[src/rtl/counter_updown_mod.sv]
// counter_updown_mod: modulo-MODULUS up/down counter with synchronous load, wrap or saturate
// at the range ends, terminal-count and wrap flags. Define COUNTER_PRESCALE_EN to build the step prescaler.
module counter_updown_mod #(
   parameter int BITS     = 32'sd4,
   parameter int MODULUS  = 32'sd16,
   parameter int SATURATE = 32'sd0,
   parameter int PRESCALE = 32'sd4
) (
   input  logic            clk,
   input  logic            rst_n,
   input  logic            en,
   input  logic            select,
   input  logic            load,
   input  logic [BITS-1:0] load_val,
   output logic [BITS-1:0] count,
   output logic            tc,
   output logic            wrap
);

   // MODULUS-1 is formed in 32-bit arithmetic so MODULUS == 2**BITS cannot overflow
   localparam logic [BITS-1:0] max_c  = BITS'(MODULUS - 32'sd1);
   localparam logic [BITS-1:0] zero_c = {BITS{1'b0}};
   localparam logic [BITS-1:0] one_c  = BITS'(32'd1);
   localparam bit              sat_c  = (SATURATE != 32'sd0);

   logic [BITS-1:0] count_r;
   logic [BITS-1:0] count_nxt_s;
   logic            wrap_r;
   logic            wrap_nxt_s;
   logic            step_s;

`ifdef COUNTER_PRESCALE_EN
   localparam int              pw_c       = (PRESCALE > 32'sd1) ? $clog2(PRESCALE) : 32'sd1;
   localparam logic [pw_c-1:0] pre_last_c = pw_c'(PRESCALE - 32'sd1);
   localparam logic [pw_c-1:0] pre_zero_c = {pw_c{1'b0}};
   localparam logic [pw_c-1:0] pre_one_c  = pw_c'(32'd1);

   logic [pw_c-1:0] pre_r;

   // Prescaler: counts enabled edges, frozen while en is low, restarted by load
   always_ff @(posedge clk or negedge rst_n) begin
      if (!rst_n) begin
         pre_r <= pre_zero_c;
      end else if (load) begin
         pre_r <= pre_zero_c;
      end else if (en) begin
         if (pre_r == pre_last_c) begin
            pre_r <= pre_zero_c;
         end else begin
            pre_r <= pre_r + pre_one_c;
         end
      end else begin
         pre_r <= pre_r;
      end
   end

   assign step_s = en & (pre_r == pre_last_c);
`else
   localparam int unused_prescale_c = PRESCALE;

   assign step_s = en;
`endif

   // Next count and wrap: load beats step, step beats hold
   always_comb begin
      count_nxt_s = count_r;
      wrap_nxt_s  = 1'b0;
      if (load) begin
         if (load_val > max_c) begin
            count_nxt_s = max_c;
         end else begin
            count_nxt_s = load_val;
         end
      end else if (step_s) begin
         case (select)
            1'b0: begin
               if (count_r < max_c) begin
                  count_nxt_s = count_r + one_c;
               end else if (!sat_c) begin
                  count_nxt_s = zero_c;
                  wrap_nxt_s  = 1'b1;
               end else begin
                  count_nxt_s = count_r;
               end
            end
            1'b1: begin
               if (count_r > zero_c) begin
                  count_nxt_s = count_r - one_c;
               end else if (!sat_c) begin
                  count_nxt_s = max_c;
                  wrap_nxt_s  = 1'b1;
               end else begin
                  count_nxt_s = count_r;
               end
            end
            default: begin
               count_nxt_s = count_r;
            end
         endcase
      end else begin
         count_nxt_s = count_r;
      end
   end

   // Count and wrap registers
   always_ff @(posedge clk or negedge rst_n) begin
      if (!rst_n) begin
         count_r <= zero_c;
         wrap_r  <= 1'b0;
      end else begin
         count_r <= count_nxt_s;
         wrap_r  <= wrap_nxt_s;
      end
   end

   assign count = count_r;
   assign wrap  = wrap_r;
   // tc follows select combinationally so a direction change is seen without a clock edge
   assign tc    = select ? (count_r == zero_c) : (count_r == max_c);

endmodule

[config.mk]
export PLATFORM = sky130hd
export DESIGN_NAME = counter_updown_mod
export DESIGN_NICKNAME = d
export VERILOG_FILES = /design/src/rtl/counter_updown_mod.sv
export SDC_FILE = /design/constraint.sdc
export NUM_CORES = 1
export LEC_CHECK = 0
export ABC_CLOCK_PERIOD_IN_PS = 1850
export BUFFER_PORTS_ARGS = -buffer_cell sky130_fd_sc_hd__buf_2
export CORE_AREA = 3 3 40 42
export DETAILED_ROUTE_END_ITERATION = 6
export DIE_AREA = 0 0 43 45
export PLACE_DENSITY = 0.48
export SYNTH_ARGS = -nofsm -noshare
export SYNTH_HDL_FRONTEND = slang
export SYNTH_SLANG_ARGS = --single-unit
[constraint.sdc]
create_clock -name clk -period 1.85 [get_ports clk]
set_clock_uncertainty 0.15 [all_clocks]
set_input_delay 0.185 -clock clk [delete_from_list [all_inputs] [get_ports clk]]
set_output_delay 0.185 -clock clk [all_outputs]
set_load 0.01 [all_outputs]
==> metrics.md, run 1 <==
| Metric | Value |
|---|---|
| Fin crit share | between 90% and 100% |
| Die height | between 40 and 50 µm |
| GP Congestion | slightly above 0.7 |
| Final #Nets | 78 |
| YS warnings | 0 |
| Share of cells above drive strength 1 | approximately two fifths |
| Rows | 13 |
| Placed cell count | between 70 and 80 |
| Post-synthesis sequential area ratio | 34.1% |
| Hold WS | between 0.015 and 0.02 ns |
| CTS root buf | clkbuf_4 |
| Layout area overhead | 49.1% |
| Final Hold Vio Count | 0 |
| Slew Limit Fails | 0 |
| Gate Count Post-Synth | 44 |
| Crit end category | output pin |
| Pre-CTS WS | roughly 0.22 ns |
| Vias | about 400 |
| # H-tree levels | 1 |
| Register area | 128 µm² |
| Power Dens Cells | roughly 730 nW/µm² |
| Synth Flop Type | dfrtp_1 |
| DR iter-0 viols | 7 |
| Fin cells | between 80 and 90 |
| Vias in the first global route | about 380 |
| Max VDD drop | ~0.00044 V |
| EDFF count, synth | 0 |
| N_diodes | 0 |
| Slew @ Worst Pin | roughly 0.34 ns |
| Congestion Overflow GR | 0 |
| # clock sinks | 5 |
| Die area | approximately 1900 µm² |
| Status | finished, final reports clean |
| Core ar. | between 1000 and 1500 µm² |
| Detail-routed via count per cell | 4.86 |
| Fmax | approximately 560 MHz |
| CP startpoint kind | register |
| Initial antenna violation count | 0 |
| First-pass GRT wire length | between 1.5 and 2 mm |
| Crit path required time | ~1.5 ns |
| Setup TNS | 0 ns |
| Worst slew margin | 77.2% |
| Die Wd | ~43 µm |
| Port buffer count | 14 |
| I/O pin cnt | 15 |
| Mapped Nets | 55 |
| Hold WC Path Type | input pin to register |
| Synthesis-stage register bit count | 5 |
| Drt total wl | around 1.0 mm |
| Async set or reset register ratio after synthesis | 100% |
| Leak | around 0.00026 µW |
| 1st-pass router iterations | 3 |
| Crit-path max FO | 7 |
| Worst setup margin | 0.0544 ns |
| Clock Latency Late Sink | approximately 0.24 ns |
| Clock tree buffer depth | 2 |
| Yosys cell types | 22 |
| Final ANT Viol Nets | 0 |
| Post-layout min period | 1.80 ns |
| Initial core utilization | 28.5% |
| Syn Std Cell Area | 367 µm² |
| Clk slew on worst S/H paths | around 0.040 ns |
| Crit Path Class | register to output pin |
| # DRC | 0 |
| CTS tree | yes |
| Multi-input logic area | between 200 and 250 µm² |
| Final setup violation count | 0 |
| Worst EP arrival | 1.46 ns |
| Finished Core Util | 42.6% |
| Max Cap Violations | 0 |
| GRT Overall Usage | roughly 11% |
| Avg WL per Cell | roughly 13 µm |
| Filler Cell Count | between 100 and 150 |
| Cts bufs inserted | 3 |
| Avg Cell Area, Syn | 8.33 µm² |
| Largest net degree at the start of global routing | 10 |
==> worst max-delay path, stage by stage, from the launching register on <==
cell and delay, ns:
dfrtp_2 0.44, ha_1 0.24, and3b_1 0.20, nand2_1 0.11
o31ai_4 0.08, buf_2 0.15
==> path summary, 6_finish.rpt <==
| check | startpoint | endpoint | slack (ns) | cells past startpoint |
|---|---|---|---|---|
| max in group asynchronous | rst_n | count[1] | 1.26 | 2 |
| max reg2reg | count[0] | count[3] | 0.25 | 6 |
| max | count[0] | tc | 0.05 | 5 |
| min | load_val[1] | count[1] | 0.02 | 3 |
| min reg2reg | count[1] | count[1] | 0.51 | 2 |
| min in group asynchronous | rst_n | wrap | 0.14 | 2 |
==> cell usage after synthesis, drive strengths merged, types with 2 or more instances <==
cell    count  area share (%)
nor2        3             3.1
inv         3             3.1
ha          2             6.8
nand2       5             5.1
o31ai       2             4.1
xnor2       2             4.8
buf         2             2.4
o21ai       5             6.8
a21oi       4             5.5
o311ai      2             4.8
dfrtp       5              34
==> cells in the final DEF (no fill, tap or decap), drive strengths merged <==
cell and n:
inv 3, nor2 3, nor3b 1, o311ai 2, nand2 5, buf 17, o31ai 2, xnor2 2
ha 2, o21ai 5, nand3 1, nor2b 1, a21o 1, dlygate4sd3 3, and3b 1, clkbuf 4
a31oi 1, a21oi 4, nand2b 1, a21boi 1, o21ba 1, dfrtp 5
==> metal layers <==
metal  GRT usage [%]  share of wire, %  vias up
li1                -                 -      199
met1            10.7                42      184
met2            19.5                52       11
met3            7.57               5.6        0
met4            1.81                 0        0
met5               0                 0        -
==> flip-flops by register name, summed over array words and instances (netlist names) <==
name and count:
count 4, wrap 1
==> report_power, final <==
part	internal, µW	switching, µW	total [µW]
Combinational	66.9	58.3	125
Sequential	122	25.3	147
Clock	81.5	44.2	126
Total	270	128	398
==> through the flow <==
| step | total power, µW | instance area (µm²) |
|---|---|---|
| final | 398 | 547 |
| after global routing | 436 | 547 |
| after CTS | 386 | 498 |
| after detailed placement | 247 | 447 |
| after global placement | 247 | 447 |
| after floorplan | 210 | 367 |
==> cells by family (layout without fill, tap and decap cells) <==
kind of cell	count (synthesis)	in the layout	synth area share, %
DFF	5	5	34.1
xor gates and xnor gates	2	2	4.78
adders and majority gates	2	2	6.82
AOI/OAI and AO/OA	17	17	30.0
and+or+nand+nor	13	13	18.8
buffers and inverters	5	27	5.46
==> repair_timing <==
| item | in CTS | in global routing |
|---|---|---|
| setup buffers | 0 | 3 |
| gates resized for setup | 1 | 5 |
| pin swaps | 0 | 1 |
| endpoints found under the setup margin | 1 | 1 |
| endpoints found under the hold margin | 6 | 1 |
| hold buffers | 2 | 1 |
==> cell type report <==
cell class / instances / area share [%]
multi-input cells: 34 / 43.9
well taps: 15 / 3.43
repair buffers: 20 / 22.4
flip-flops and latches: 5 / 23.3
clock buffers: 4 / 4.81
inverters: 3 / 2.06
Power figures use the tool's default switching activity.
==> run 2, diff against run 1 <==
Settings changed: ABC_AREA set to 1, CTS_CLUSTER_DIAMETER set to 100, PLACE_DENSITY 0.48 to 0.47.
==> run 2 against run 1 <==
Compared with the run above:
- global-route usage rose by 0.70 points
- synthesized cell count rose by 18%
- utilization down 3.9 points
- worst hold slack worse by 0.00094 ns
- critical path type unchanged
- critical endpoint unchanged
==> metrics.md, run 2 <==
| Metric | Value |
|---|---|
| Congestion Overflow GR | 0 |
| R2r worst-path depth | 7 |
| EDFF count, synth | 0 |
| Crit Path Class | register to output pin |
| Syn Std Cell Area | 364 µm² |
| Clk slew on worst S/H paths | around 0.04 ns |
| Leading area contributor after synthesis | dfrtp_1 |
| Top-area cell type share of the netlist area | around a third |
| # DRC | 0 |
| Slew Limit Fails | 0 |
| Slew @ Worst Pin | about 0.29 ns |
| Synthesis-stage register bit count | 5 |
| Worst slew margin | between 80% and 90% |
| Most frequent cells in the layout | 17 x nand2_1, 14 x buf_2, 7 x inv_1, 7 x nand3_1, 5 x dfrtp_1 |
| Hold WS | roughly 0.016 ns |
| DR iter-0 viols | 7 |
| Switching share of power | between 30% and 40% |
| N_diodes | 0 |
| Crit path required time | between 1.5 and 2 ns |
| Die Wd | 43 µm |
| Hpwl dp | approximately 700 µm |
| Layout area overhead | 36.4% |
| Gate power share | 29.4% |
| Detail-routed via count per cell | 4.63 |
| Die area | just under 2000 µm² |
| I/O pin cnt | 15 |
| Gate Count Post-Synth | 52 |
| Port buffer count | 14 |
| Critical path's slowest cell | dfrtp_1 |
| GRT Overall Usage | roughly an eighth |
| Hold WC Path Type | input pin to register |
| Post-synthesis sequential area ratio | between 30% and 40% |
| Mapped Nets | 63 |
| Crit end category | output pin |
| Drt total wl | about 920 µm |
| Final #Nets | 84 |
| Fin crit share | between 90% and 100% |
| Worst EP arrival | 1.35 ns |
| Async set or reset register ratio after synthesis | 100% |
| Max VDD drop | approximately 0.00028 V |
| Initial antenna violation count | 0 |
| Crit-path max FO | 7 |
| Min-Delay Path Depth | 3 |
| Power Dens Cells | just under 800 nW/µm² |
| Worst Hold End | count[0] |
| Final ANT Viol Nets | 0 |
| Die height | approximately 45 µm |
| Top post-synthesis cells by count | 17 x nand2_1, 7 x inv_1, 7 x nand3_1 |
| Largest net degree at the start of global routing | 9 |
| Top-count cell post-synth | nand2_1 |
| Status | finished, final reports clean |
| Cts bufs inserted | 3 |
| Core ar. | 1280 µm² |
| # clock sinks | 5 |
| R2R Setup Slk | between 0.3 and 0.4 ns |
| Yosys cell types | 15 |
| Crit path launch | count[0] |
| Hold Startpoint | load_val[0] |
| Vias in the first global route | 350 |
| Post-layout min period | between 1.5 and 2 ns |
| GP Congestion | around 0.78 |
| Synth area leaders | dfrtp_1 34%, nand2_1 18%, nand3_1 9.6% |
| Net Sw Power | around 130 µW |
| RSZ-0062 raised after global routing | false |
| R2R Path Start | count[0] |
| Clock tree buffer depth | 2 |
| Max reg flops | 4 |
| Final Hold Vio Count | 0 |
| Final setup violation count | 0 |
| Crit path cell chain | inv_1 > ha_1 > nand4_1 > nand2_1 > buf_2 |
| Avg WL per Cell | ~11 µm |
| CP max stage delay | roughly 0.45 ns |
| Fmax | slightly below 600 MHz |
| # H-tree levels | 1 |
| First-pass GRT wire length | between 1.5 and 2 mm |
| Leak | about 0.00028 µW |
| YS warnings | 0 |
| Rows | 13 |
| CP startpoint kind | register |
| Max Cap Violations | 0 |
| CTS tree | yes |
| Clock network fraction of design power | roughly 32% |
| Internal power | ~250 µW |
| Setup TNS | 0 ns |
| Initial core utilization | between 20% and 30% |
| 1st-pass router iterations | 2 |
| Seq pwr share | a little under two fifths |
| Most common cell after layout, fill and taps aside | nand2_1 |
| Clock Latency Late Sink | 0.24 ns |
| Filler Cell Count | ~150 |
| CTS root buf | clkbuf_4 |
| Synth Flop Type | dfrtp_1 |
| Avg Cell Area, Syn | 7.00 µm² |
| Vias | 403 |
| Share of cells above drive strength 1 | between 20% and 30% |
| Worst r2r dst | count[0] |
-- run 2: layout make-up --
class / count / area [µm²] / area share, %
multi-input cells: 39 / 209 / 42.1
flip-flops and latches: 5 / 125 / 25.2
repair buffers: 16 / 87.6 / 17.6
inverters: 8 / 30.0 / 6.05
clock buffers: 4 / 26.3 / 5.29
well taps: 15 / 18.8 / 3.78
-- run 2: worst max-delay path by stage --
stage,to,depth (start not counted)
final,tc,5
after global routing,tc,4
after CTS,tc,5
after detailed placement,tc,5
after global placement,tc,5
after floorplan,count[3],8
-- run 2: critical path: cells and delay by family (launching register included) --
| kind | cells | cell delay [ns] |
|---|---|---|
| flops | 1 | 0.45 |
| buf+inv | 2 | 0.25 |
| simple gates | 2 | 0.19 |
| fa+ha+maj | 1 | 0.22 |
-- run 2: per-layer routing --
| layer | track usage, % | up-vias | part of all wire, % |
|---|---|---|---|
| met5 | 0 | - | 0 |
| met4 | 9.04 | 0 | 1.3 |
| met3 | 2.39 | 2 | 4.4 |
| met2 | 16.2 | 13 | 45 |
| met1 | 15.6 | 178 | 49 |
| li1 | - | 210 | - |
-- run 2: power groups by stage --
stage / combinational [µW] / sequential [µW] / clock (µW)
after floorplan: 67.3 / 148 / 0
after global placement: 111 / 150 / 0
after detailed placement: 111 / 149 / 0
after CTS: 113 / 147 / 126
after global routing: 132 / 151 / 137
final: 113 / 147 / 125
-- run 2: cells by family (layout without fill, tap and decap cells) --
logic type | count (synthesis) | count (layout) | synth area share [%]
simple gates | 29 | 29 | 34.4
flops | 5 | 5 | 34.4
buf+inv | 8 | 28 | 8.25
compound gates | 6 | 6 | 11.3
fa+ha+maj | 2 | 2 | 6.87
xor+xnor | 2 | 2 | 4.81
-- run 2: metrics by stage --
step | worst slack (ns) | power [µW] | area [µm²] | cells | util [%]
after floorplan | 0.442 | 215 | 364 | 52 | -
after global placement | 0.324 | 261 | 453 | 81 | 35.2
after detailed placement | 0.330 | 259 | 453 | 81 | 35.2
after CTS | 0.0666 | 386 | 489 | 86 | 38.1
after global routing | 0.0450 | 421 | 497 | 87 | 38.7
final | 0.164 | 385 | 497 | 87 | 38.7
-- run 2: repair_timing --
item	4_1_cts	5_1_grt
endpoints found under the setup margin	0	1
gates resized for setup	0	0
hold buffers	1	0
setup buffers	0	1
endpoints found under the hold margin	5	0
==> run 3, diff against run 2 <==
Settings changed: MAX_ROUTING_LAYER set to met4, PLACE_DENSITY 0.47 to not set, PLACE_DENSITY_LB_ADDON set to 0.25.
==> run 3 against run 2 <==
Compared with the run above:
- utilization decreased by 0.49 points
- count of clock-buffer cells in the layout unchanged
- critical path depth unchanged
- register-to-register slack improved by 0.07 ns
- largest power group unchanged
- critical endpoint unchanged
- final area decreased by 1.3%
- highest routed layer is now met3
- worst hold slack improved by 0.0060 ns
==> metrics.md, run 3 (synthesis results as in run 2) <==
| Metric | Value |
|---|---|
| Status | finished, final reports clean |
| Worst slew margin | between 80 and 90% |
| Detail-routed via count per cell | between 4 and 5 |
| Internal power | 254 µW |
| Max VDD drop | roughly 0.00028 V |
| 1st-pass router iterations | 4 |
| I/O pin cnt | 15 |
| Fmax | 585 MHz |
| Clk slew on worst S/H paths | around 0.05 ns |
| Vias | 403 |
| Seq pwr share | 38.3% |
| GRT Overall Usage | 11.4% |
| Layout area overhead | 34.7% |
| Design Area, Final | approximately 500 µm² |
| Gate power share | 29.2% |
| Power Dens Cells | ~780 nW/µm² |
| Cts bufs inserted | 3 |
| CTS tree | yes |
| Crit-path max FO | 7 |
| Leak | between 0.0002 and 0.0003 µW |
| Slew Limit Fails | 0 |
| Final #Nets | 83 |
| Max reg flops | 4 |
| Hpwl dp | between 600 and 700 µm |
| Vias in the first global route | 405 |
| CTS root buf | clkbuf_4 |
| Final setup violation count | 0 |
| Fin crit share | between 90% and 100% |
| Hold WC Path Type | input pin to register |
| Share of cells above drive strength 1 | around 28% |
| CP startpoint kind | register |
| Final ANT Viol Nets | 0 |
| Placed Area | ~450 µm² |
| Most frequent cells in the layout | 17 x nand2_1, 14 x buf_2, 7 x inv_1, 7 x nand3_1, 4 x dfrtp_1 |
| Crit end category | output pin |
| Worst EP arrival | ~1.4 ns |
| Net Sw Power | 131 µW |
| Setup TNS | 0 ns |
| Switching share of power | 34.0% |
| # H-tree levels | 1 |
| Die Wd | ~43 µm |
| First-pass GRT wire length | ~1.5 mm |
| Die area | slightly below 2000 µm² |
| Initial antenna violation count | 0 |
| Clock network fraction of design power | 32.4% |
| Most common cell after layout, fill and taps aside | nand2_1 |
| Crit Path Class | register to output pin |
| GP Congestion | 0.846 |
| Congestion Overflow GR | 0 |
| RSZ-0062 raised after global routing | false |
| Rows | 13 |
| Drt total wl | 896 µm |
| # clock sinks | 5 |
| Post-layout min period | approximately 1.7 ns |
| Final Hold Vio Count | 0 |
| DR iter-0 viols | 13 |
| Die height | between 40 and 50 µm |
| Initial core utilization | 28.3% |
| Clock tree buffer depth | 2 |
| Max Cap Violations | 0 |
| Largest net degree at the start of global routing | 9 |
| Crit path required time | roughly 1.5 ns |
| N_diodes | 0 |
| Core ar. | 1280 µm² |
| Clock Latency Late Sink | roughly 0.24 ns |
| Port buffer count | 14 |
| Filler Cell Count | ~130 |
| # DRC | 0 |
| Avg WL per Cell | 10.4 µm |
| Slew @ Worst Pin | 0.298 ns |
| Post-CTS Setup Inserts | 0 |
[run 3: worst max-delay path: stages (launching register included)]
cell and delay (ns):
dfrtp_2 0.44, inv_1 0.10, ha_1 0.21, nand4_1 0.17, nand2_1 0.09, buf_2 0.13
[run 3: per-stage QoR]
step           setup WS [ns]  hold WS (ns)  total power (µW)  util, %  std cells
2_1_floorplan          0.442        -0.261               215        -         52
3_3_place_gp           0.398        -0.151               260     35.2         81
3_5_place_dp           0.380        -0.151               260     35.2         81
4_1_cts                0.119        0.0206               390     38.1         86
5_1_grt               0.0222        0.0361               424     38.2         86
6_report               0.141        0.0217               384     38.2         86
[run 3: cell type report]
class | count | area [µm²] | share of cell area (%)
timing repair buffer | 15 | 80.1 | 16.3
tap | 15 | 18.8 | 3.83
clock buffer | 4 | 26.3 | 5.36
multi-input combinational | 39 | 209 | 42.6
inverter | 8 | 30.0 | 6.12
sequential | 5 | 126 | 25.8
[run 3: power groups by stage]
| stage | combinational [µW] | sequential [µW] | clock (µW) |
|---|---|---|---|
| 2_1_floorplan | 67.3 | 148 | 0 |
| 3_3_place_gp | 111 | 149 | 0 |
| 3_5_place_dp | 111 | 149 | 0 |
| 4_1_cts | 113 | 147 | 130 |
| 5_1_grt | 127 | 151 | 145 |
| 6_report | 112 | 147 | 125 |
[run 3: final timing paths]
check                      cells past startpoint         from  slack [ns]        to
max                                            5     count[0]        0.14        tc
min                                            3  load_val[0]        0.02  count[0]
max reg2reg                                    6     count[0]        0.42  count[2]
min in group asynchronous                      2        rst_n        0.13  count[1]
min reg2reg                                    2     count[0]        0.44  count[0]
max in group asynchronous                      2        rst_n        1.28  count[0]
[run 3: routing by layer]
layer  GRT usage [%]  share of wire, %
met5               -                 0
met3            2.39               4.8
met4            12.0                 0
met2            18.0                51
met1            11.3                44
[run 3: timing repair]
item                                   CTS  global route
setup endpoints to repair                0             1
hold buffers                             1             0
resized for setup                        0             1
endpoints found under the hold margin    5             0
